File: src/rtl/player_bullet_controller_if.sv
// Player-bullet bus: fire handshake, kill flags from collision, and the
// per-slot state/position view consumed by collision and render.
interface player_bullet_controller_if #(
  parameter int unsigned MAX_PLAYER_BULLET = 3
);
  logic [2:0]                      i_GameState;
  logic                            i_FrameTick;
  logic                            i_FireReq;
  logic                            o_FireAck;
  logic [9:0]                      i_PlayerPosition;
  logic [MAX_PLAYER_BULLET-1:0]    i_KillMask;
  logic [MAX_PLAYER_BULLET-1:0]    o_PlayerBulletState;
  logic [19*MAX_PLAYER_BULLET-1:0] o_PlayerBulletPosition;
  logic                            o_SlotsFull;

  modport master (
    input  i_GameState, i_FrameTick, i_FireReq, i_PlayerPosition, i_KillMask,
    output o_FireAck, o_PlayerBulletState, o_PlayerBulletPosition, o_SlotsFull
  );

  modport slave (
    output i_GameState, i_FrameTick, i_FireReq, i_PlayerPosition, i_KillMask,
    input  o_FireAck, o_PlayerBulletState, o_PlayerBulletPosition, o_SlotsFull
  );
endinterface

File: src/rtl/player_bullet_controller.sv
// Player-bullet pool: spawns bullets on accepted fire requests, moves them
// upward each frame tick, and retires them on collision or at the top border.
module player_bullet_controller #(
  parameter int unsigned MAX_PLAYER_BULLET = 3,
  parameter logic [8:0]  PLAYER_CENTER_Y   = 9'd372,
  parameter logic [9:0]  PLAYER_WIDTH      = 10'd24,
  parameter logic [9:0]  BULLET_WIDTH      = 10'd4,
  parameter logic [8:0]  BULLET_HEIGHT     = 9'd16,
  parameter logic [8:0]  BULLET_SPEED      = 9'd4,
  parameter logic [3:0]  COOLDOWN_FRAMES   = 4'd8,
  parameter logic [2:0]  GAME_PLAYING      = 3'b001,
  parameter logic [18:0] NONE              = {10'd720, 9'd500}
) (
  input  logic                        i_Clk,
  input  logic                        i_Rst,
  player_bullet_controller_if.master  bus
);

  localparam logic [9:0] SPAWN_X_OFF = (PLAYER_WIDTH - BULLET_WIDTH) >> 1;
  localparam logic [8:0] SPAWN_Y     = PLAYER_CENTER_Y - BULLET_HEIGHT;
  localparam logic [9:0] NONE_X      = NONE[18:9];
  localparam logic [8:0] NONE_Y      = NONE[8:0];

  logic [MAX_PLAYER_BULLET-1:0] r_State;
  logic [9:0]                   r_PosX [MAX_PLAYER_BULLET];
  logic [8:0]                   r_PosY [MAX_PLAYER_BULLET];
  logic [3:0]                   r_Cooldown;
  logic                         r_FireAck;

  logic                         w_Playing;
  logic                         w_FreeFound;
  logic [MAX_PLAYER_BULLET-1:0] w_SpawnOH;
  logic                         w_FireAccept;
  logic [19*MAX_PLAYER_BULLET-1:0] w_PosBus;

  // Free-slot search sees only pre-edge state, so a slot retired this edge
  // cannot be reused until the next one.
  always_comb begin
    w_SpawnOH   = '0;
    w_FreeFound = 1'b0;
    for (int unsigned k = 0; k < MAX_PLAYER_BULLET; k++) begin
      if (!r_State[k] && !w_FreeFound) begin
        w_SpawnOH[k] = 1'b1;
        w_FreeFound  = 1'b1;
      end
    end
  end

  assign w_Playing    = (bus.i_GameState == GAME_PLAYING);
  assign w_FireAccept = bus.i_FireReq && (r_Cooldown == '0) && w_Playing && w_FreeFound;

  always_ff @(posedge i_Clk or negedge i_Rst) begin
    if (!i_Rst) begin
      r_State    <= '0;
      r_Cooldown <= '0;
      r_FireAck  <= 1'b0;
      for (int unsigned k = 0; k < MAX_PLAYER_BULLET; k++) begin
        r_PosX[k] <= NONE_X;
        r_PosY[k] <= NONE_Y;
      end
    end else if (!w_Playing) begin
      r_State    <= '0;
      r_Cooldown <= '0;
      r_FireAck  <= 1'b0;
      for (int unsigned k = 0; k < MAX_PLAYER_BULLET; k++) begin
        r_PosX[k] <= NONE_X;
        r_PosY[k] <= NONE_Y;
      end
    end else begin
      r_FireAck <= w_FireAccept;
      if (w_FireAccept)
        r_Cooldown <= COOLDOWN_FRAMES;
      else if (bus.i_FrameTick && (r_Cooldown != '0))
        r_Cooldown <= r_Cooldown - 4'd1;

      // Spawn targets an inactive slot, so it never overlaps kill/move.
      for (int unsigned k = 0; k < MAX_PLAYER_BULLET; k++) begin
        if (w_FireAccept && w_SpawnOH[k]) begin
          r_State[k] <= 1'b1;
          r_PosX[k]  <= bus.i_PlayerPosition + SPAWN_X_OFF;
          r_PosY[k]  <= SPAWN_Y;
        end else if (r_State[k]) begin
          if (bus.i_KillMask[k]) begin
            r_State[k] <= 1'b0;
            r_PosX[k]  <= NONE_X;
            r_PosY[k]  <= NONE_Y;
          end else if (bus.i_FrameTick) begin
            if (r_PosY[k] < BULLET_SPEED) begin
              r_State[k] <= 1'b0;
              r_PosX[k]  <= NONE_X;
              r_PosY[k]  <= NONE_Y;
            end else begin
              r_PosY[k] <= r_PosY[k] - BULLET_SPEED;
            end
          end
        end
      end
    end
  end

  always_comb begin
    w_PosBus = '0;
    for (int unsigned k = 0; k < MAX_PLAYER_BULLET; k++)
      w_PosBus[19*k +: 19] = {r_PosX[k], r_PosY[k]};
  end

  assign bus.o_FireAck              = r_FireAck;
  assign bus.o_PlayerBulletState    = r_State;
  assign bus.o_PlayerBulletPosition = w_PosBus;
  assign bus.o_SlotsFull            = &r_State;

endmodule

File: src/flat_wrapper.sv
// flat-port wrapper written by rule: the top's interface ports become plain ports
module player_bullet_controller_flat 
#(
  parameter int unsigned MAX_PLAYER_BULLET = 3,
  parameter logic [8:0]  PLAYER_CENTER_Y   = 9'd372,
  parameter logic [9:0]  PLAYER_WIDTH      = 10'd24,
  parameter logic [9:0]  BULLET_WIDTH      = 10'd4,
  parameter logic [8:0]  BULLET_HEIGHT     = 9'd16,
  parameter logic [8:0]  BULLET_SPEED      = 9'd4,
  parameter logic [3:0]  COOLDOWN_FRAMES   = 4'd8,
  parameter logic [2:0]  GAME_PLAYING      = 3'b001,
  parameter logic [18:0] NONE              = {10'd720, 9'd500}
)
  (i_Clk, i_Rst, bus_i_GameState, bus_i_FrameTick, bus_i_FireReq, bus_i_PlayerPosition, bus_i_KillMask, bus_o_FireAck, bus_o_PlayerBulletState, bus_o_PlayerBulletPosition, bus_o_SlotsFull);
  player_bullet_controller_if #(.MAX_PLAYER_BULLET(MAX_PLAYER_BULLET)) bus_i ();
  input  logic i_Clk;
  input  logic i_Rst;
  input wire logic [$bits(bus_i.i_GameState)-1:0] bus_i_GameState;
  input wire logic [$bits(bus_i.i_FrameTick)-1:0] bus_i_FrameTick;
  input wire logic [$bits(bus_i.i_FireReq)-1:0] bus_i_FireReq;
  input wire logic [$bits(bus_i.i_PlayerPosition)-1:0] bus_i_PlayerPosition;
  input wire logic [$bits(bus_i.i_KillMask)-1:0] bus_i_KillMask;
  output wire logic [$bits(bus_i.o_FireAck)-1:0] bus_o_FireAck;
  output wire logic [$bits(bus_i.o_PlayerBulletState)-1:0] bus_o_PlayerBulletState;
  output wire logic [$bits(bus_i.o_PlayerBulletPosition)-1:0] bus_o_PlayerBulletPosition;
  output wire logic [$bits(bus_i.o_SlotsFull)-1:0] bus_o_SlotsFull;
  assign bus_i.i_GameState = bus_i_GameState;
  assign bus_i.i_FrameTick = bus_i_FrameTick;
  assign bus_i.i_FireReq = bus_i_FireReq;
  assign bus_i.i_PlayerPosition = bus_i_PlayerPosition;
  assign bus_i.i_KillMask = bus_i_KillMask;
  assign bus_o_FireAck = bus_i.o_FireAck;
  assign bus_o_PlayerBulletState = bus_i.o_PlayerBulletState;
  assign bus_o_PlayerBulletPosition = bus_i.o_PlayerBulletPosition;
  assign bus_o_SlotsFull = bus_i.o_SlotsFull;
  player_bullet_controller #(.MAX_PLAYER_BULLET(MAX_PLAYER_BULLET), .PLAYER_CENTER_Y(PLAYER_CENTER_Y), .PLAYER_WIDTH(PLAYER_WIDTH), .BULLET_WIDTH(BULLET_WIDTH), .BULLET_HEIGHT(BULLET_HEIGHT), .BULLET_SPEED(BULLET_SPEED), .COOLDOWN_FRAMES(COOLDOWN_FRAMES), .GAME_PLAYING(GAME_PLAYING), .NONE(NONE)) u_core (.i_Clk(i_Clk), .i_Rst(i_Rst), .bus(bus_i));
endmodule
File: config.mk
export PLATFORM = sky130hd
export DESIGN_NAME = player_bullet_controller_flat
export DESIGN_NICKNAME = d
export VERILOG_FILES = /design/src/rtl/player_bullet_controller_if.sv /design/src/rtl/player_bullet_controller.sv /design/src/flat_wrapper.sv
export SDC_FILE = /design/constraint.sdc
export NUM_CORES = 1
export LEC_CHECK = 0
export ABC_CLOCK_PERIOD_IN_PS = 2800
export BUFFER_PORTS_ARGS = -buffer_cell sky130_fd_sc_hd__buf_2
export CORE_UTILIZATION = 30
export CTS_BUF_LIST = sky130_fd_sc_hd__clkbuf_8
export DETAILED_ROUTE_END_ITERATION = 10
export MAX_ROUTING_LAYER = met4
export PLACE_DENSITY = 0.49
export SYNTH_ARGS = -nofsm -noshare
export SYNTH_HDL_FRONTEND = slang
export SYNTH_SLANG_ARGS = --single-unit
File: constraint.sdc
create_clock -name i_Clk -period 2.8 [get_ports i_Clk]
set_clock_uncertainty 0.1 [all_clocks]
set_input_delay 0.14 -clock i_Clk [delete_from_list [all_inputs] [get_ports i_Clk]]
set_output_delay 0.14 -clock i_Clk [all_outputs]
set_load 0.01 [all_outputs]
## Word-level counts from Yosys, hierarchy flattened

Cells that the tools add are included.

| word-level totals | value |
|---|---|
| register bits after elaboration | 65 |
| input port bits | 20 |
| logic and storage cells | 106 |

| operators by class | value |
|---|---|
| $add $sub $neg | 5 |
| magnitude comparators | 3 |
| equality and inequality tests | 11 |
| mux-type cells | 57 |
| reductions and logical operators | 21 |

Operators with widths:

| cell | count |
|---|---|
| $mux W10 | 15 |
| $mux W9 | 15 |
| $mux W30 | 1 |
| $lt A9 B3 Y1 const B | 3 |
| $mux W27 | 1 |
| $sub A9 B3 Y9 const B | 3 |
| $ne A4 B4 Y1 const B | 6 |
| $mux W1 | 21 |
| $mux W4 | 3 |
| $reduce_and A3 Y1 | 4 |
| $add A10 B4 Y10 const B | 1 |
| $logic_and A1 B1 Y1 | 9 |
| $ne A3 B2 Y1 const B | 3 |
| $reduce_and A2 Y1 | 3 |
| $logic_not A4 Y1 | 1 |
| $reduce_bool A4 Y1 | 1 |
| $sub A4 B1 Y4 const B | 1 |
| $eq A3 B1 Y1 const B | 1 |
| $logic_not A1 Y1 | 3 |
| $mux W3 | 1 |
| $ne A3 B3 Y1 const B | 1 |

## Depth between registers and ports, before layout

| depth | value |
|---|---|
| depth in word-level cells | 10 |
| mapped depth | 8 |
| gate-level depth less buffers | 6 |

## Least setup slack after synthesis

No wires, ideal clock.

| path | value |
|---|---|
| kind | register -> register |
| start | reg u_core.r_PosY, in the netlist u_core.bus.o_PlayerBulletPosition[41] |
| end | reg u_core.r_PosX, in the netlist u_core.bus.o_PlayerBulletPosition[47] |
| setup time | 121 ps |
| arrival | 1770 ps |
| required time | 2579 ps |
| path slack | 809 ps |
| stages on the path, launching flop included | 5 |
| cell sequence | dfrtp_1 -> or4_4 -> o41a_4 -> o21a_4 -> a22o_1 |

| on the way | value |
|---|---|
| word-level cells in the longest chain between the ends | 3 |

RTL lines:

| item | line | source |
|---|---|---|
| start: declaration | player_bullet_controller.sv:26 | `logic [8:0] r_PosY [MAX_PLAYER_BULLET];` |
| start signal: indexed assignment | player_bullet_controller.sv:93 | `r_PosY[k] <= r_PosY[k] - BULLET_SPEED;` |
| $lt A9 B3 Y1 | player_bullet_controller.sv:88 | `if (r_PosY[k] < BULLET_SPEED) begin` |
| $ne A4 B4 Y1 (no line) | - |  |
| $reduce_and A3 Y1 (no line) | - |  |
| end signal: indexed assignment | player_bullet_controller.sv:80 | `r_PosX[k] <= bus.i_PlayerPosition + SPAWN_X_OFF;` |
| end: declaration | player_bullet_controller.sv:25 | `logic [9:0] r_PosX [MAX_PLAYER_BULLET];` |

No other way between the ends.
A chain may end at the register's enable or synchronous reset.

## Worst setup path in the final report

| path | value |
|---|---|
| start | reg u_core.r_Cooldown[0] |
| end | reg u_core.r_PosY, in the netlist u_core.bus.o_PlayerBulletPosition[8] |

| on the way | value |
|---|---|
| word-level cells in the longest chain between the ends | 7 |
| elaborated cells between the ends (all ways) | 10 |

RTL lines:

| item | line | source |
|---|---|---|
| start: declaration | player_bullet_controller.sv:27 | `logic [3:0] r_Cooldown;` |
| start signal: assignment | player_bullet_controller.sv:74 | `r_Cooldown <= r_Cooldown - 4'd1;` |
| $logic_not A4 Y1 (*) | player_bullet_controller.sv:50 | `assign w_FireAccept = bus.i_FireReq && (r_Cooldown == '0) && w_Playing && w_FreeFound;` |
| $logic_and A1 B1 Y1 (*) (3 in a row) | player_bullet_controller.sv:50 |  |
| $logic_and A1 B1 Y1 (*) | player_bullet_controller.sv:78 | `if (w_FireAccept && w_SpawnOH[k]) begin` |
| $ne A4 B4 Y1 (no line) (tied with other cells) | - |  |
| $reduce_and A2 Y1 (no line) / $mux W27 (equally long branches) | - |  |

Every way passes the cells marked *; elsewhere a longest branch is shown, timed or not.

==> metrics.csv <==
stage,metric,value,unit
pwr,p_leak,1.63,nW
setup_path,max_stage_delay,0.49,ns
die,rows,36,
yosys,yosys.area.top_type,dfstp_2,
yosys,synth_area_leaders,"dfstp_2 25%, dfrtp_1 23%, nand2_1 3.1%",
yosys,syn_inst,304,
hold_path,hp-class,in -> reg,
cells_and_area,fillers,1033,
cells_and_area,area_growth,23.9,%
setup_path,crit_family,simple AND/OR/NAND/NOR gates,
cells_and_area,antenna_cells,0,
setup_path,timing.critical_path.buf_inv,2,
yosys,ys_ff_latch,59,
setup_path,cp_cell_sequence,"inv_1, ha_1, nand4bb_1, buf_4, o211a_1, or4b_1, nand3_1",
yosys,syn_area,3110,sq um
timing,timing.final.max_slew_violations,0,
routing,drt_iter0_drc,116,
cts,clkLatencyLatePin,0.33,ns
pwr,peakVddDrop,0.000233,V
die,ios,82,
setup_path,end_kind,flop,
place,dp_hpwl,6300,um
setup_path,critPathKind,reg -> reg,
routing,drtAntennaViolNets,0,
place,routabilityCongestion,0.799,
timing,rsz0062_at_grt,no,
global_routing,grt_pass1_wl,14400,um
pwr,p_sw_frac,0.242,
timing,finalCritPeriodShare,0.742,
global_routing,grt_usage,0.175,
yosys,netlist.area_leader.share,0.253,
pwr,p_sw,0.000424,W
pwr,power.share.sequential,0.494,
yosys,synth.most_common_cell,dfstp_2,
die,core-area,9910,sq um
timing,finalSetupTns,0,ns
setup_path,cp.arrival,2.24,ns
routing,num_vias,2724,
yosys,synth.avg_cell_area,10.2,sq um
outcome,status,completed,
routing,routed_via_density,5.18,
setup_path,crit_slowest_cell,or4b_1,
cells_and_area,layout-drive-gt1-share,0.351,
cts,postCtsSetupBuffers,0,
cts,cts-htree-levels,3,
yosys,yosys_warnings,0,
yosys,synth_top_flop_cell,dfstp_2,
setup_path,startpoint,u_core.r_Cooldown[0],
die,die_x,104,um
timing,min_period,2.08,ns
routing,dr.pass1.iters,4,
timing,fmax,481,MHz
setup_path,worstPathRequired,2.96,ns
routing,drc,0,
cts,path_clk_slew,0.07,ns
routing,routed_wl,8610,um
cts,cts-resized-gates,0,
setup_path,cp_max_fo,10,
pwr,clkPwrFrac,0.422,
setup_path,rr_worst_depth,7,
job,max-cap-violations,0,
cts,cts_root_buf,clkbuf_8,
yosys,yosys-top-cells-count,"30 x dfstp_2, 29 x dfrtp_1, 26 x nand2_1",
global_routing,grt_max_degree,39,
cts,cts_tree,yes,
routing,wl_per_cell,16.4,um
setup_path,endpoint,u_core.bus.o_PlayerBulletPosition[8],
die,die-area,10800,sq um
setup_path,r2r-end,u_core.bus.o_PlayerBulletPosition[8],
cts,cts_made_buffers,9,
setup_path,crit_cells,7,
timing,tightest_slew,0.851,ns
timing,maxSlewHeadroom,0.425,
place,place.port_buffers,75,
yosys,synthDistinctLibCells,63,
place,dpl_cell_area,3640,sq um
pwr,p_int,0.00133,W
die,die_h,104,um
timing,hold_violations,0,
pwr,p_comb_frac,0.084,
setup_path,r2r_start,u_core.r_Cooldown[0],
timing,setup_violations,0,
setup_path,crit_path_start_kind,flop,
cells_and_area,nNetsFinal,414,
global_routing,grt_pass1_vias,2676,
cts,clock_sinks,59,
yosys,async_flop_share,1.00,
cts,cts_max_path_buffers,2,
global_routing,antenna_found_initial,0,
die,initial_core_util,0.314,
global_routing,overflow,0,
yosys,yosysSeqAreaShare,0.487,
setup_path,reg2reg_slack,0.72,ns
yosys,synth_edf_count,0,
cells_and_area,final_area,3850,sq um
pwr,power_density,456,nW/um^2
## worst min-delay path by stage
stage	depth (start not counted)	start	to	slack [ns]
3_5_place_dp	1	i_Rst	u_core.bus.o_PlayerBulletPosition[41]	0.06
6_report	3	bus_i_KillMask[0]	u_core.bus.o_PlayerBulletPosition[2]	0.08
5_1_grt	3	bus_i_KillMask[0]	u_core.bus.o_PlayerBulletPosition[2]	0.09
4_1_cts	3	bus_i_KillMask[0]	u_core.bus.o_PlayerBulletPosition[2]	0.06
2_1_floorplan	0	i_Rst	u_core.bus.o_FireAck	-0.26
3_3_place_gp	1	i_Rst	u_core.bus.o_PlayerBulletPosition[41]	0.06
## worst register-to-register path: cells and delay by family, from the launching register on
family,cells,cell delay (ns)
simple gates,3,0.72
compound gates,1,0.31
flops,1,0.37
buf+inv,2,0.28
fa+ha+maj,1,0.23
## sequential cells by signal (all words and copies together), names as in the netlist
register	flops
u_core.bus.o_PlayerBulletState	3
u_core.bus.o_PlayerBulletPosition	51
u_core.bus.o_FireAck	1
u_core.r_Cooldown	4
## cells in the final DEF (no fill, tap or decap), types with 5 or more instances in the layout
master	netlist	final
inv_1	15	17
a21oi_1	9	9
nand3_1	9	9
o2bb2ai_1	7	7
o21a_1	5	5
o22a_1	5	5
clkbuf_8	0	10
a22o_1	8	8
xnor2_1	6	6
nor3_1	18	18
nand2_1	26	26
dfstp_2	30	30
o21ai_0	16	16
dfrtp_1	29	29
a2bb2oi_1	7	7
buf_2	3	75
or3_1	5	5
conb_1	1	6
nor2_1	21	21
ha_1	5	5
## power groups by stage
stage / combinational, W / sequential, W / clock (W)
2_1_floorplan: 0.0000754 / 0.000883 / 0
3_3_place_gp: 0.000147 / 0.000882 / 0
3_5_place_dp: 0.000148 / 0.000882 / 0
4_1_cts: 0.000151 / 0.000868 / 0.000769
5_1_grt: 0.000165 / 0.000868 / 0.000810
6_report: 0.000148 / 0.000868 / 0.000741
## area by class of cell
type | instances | area [sq um] | area share
sequential | 59 | 1510 | 0.393
inverter | 15 | 56.3 | 0.0146
clock inverter | 5 | 47.5 | 0.0123
clock buffer | 10 | 138 | 0.0357
multi-input combinational | 222 | 1480 | 0.385
timing repair buffer | 82 | 448 | 0.116
tap | 133 | 166 | 0.0432
## logic make-up (layout without fill, tap and decap cells)
family	Yosys count	after routing	share of synthesized area
AOI/OAI and AO/OA	96	96	0.238
xor gates and xnor gates	9	9	0.0253
adders and majority gates	5	5	0.0201
buffers and inverters	28	112	0.0422
DFF	59	59	0.487
other	1	6	0.00121
and+or+nand+nor	106	106	0.186
## metal layers
metal | up-vias | track usage | wire length [um]
li1 | 1298 | - | -
met5 | - | - | 0
met3 | 9 | 0.0491 | 447
met4 | 0 | 0.0602 | 153
met1 | 1329 | 0.238 | 4270
met2 | 88 | 0.249 | 3730
## metrics by stage
stage | hold WS [ns] | total power (W) | util | cells | worst slack, ns
after floorplan | -0.256 | 0.000958 | - | 309 | 0.809
final | 0.0778 | 0.00176 | 0.389 | 526 | 0.722
after global routing | 0.0906 | 0.00184 | 0.389 | 526 | 0.564
after CTS | 0.0631 | 0.00179 | 0.389 | 526 | 0.708
after global placement | 0.0574 | 0.00103 | 0.367 | 508 | 0.686
after detailed placement | 0.0551 | 0.00103 | 0.367 | 508 | 0.649
## repair_timing
item,CTS,global route
setup endpoints to repair,0,0
hold buffers,3,0
hold endpoints to repair,15,0
No activity file was read; power rests on OpenSTA's default activity.
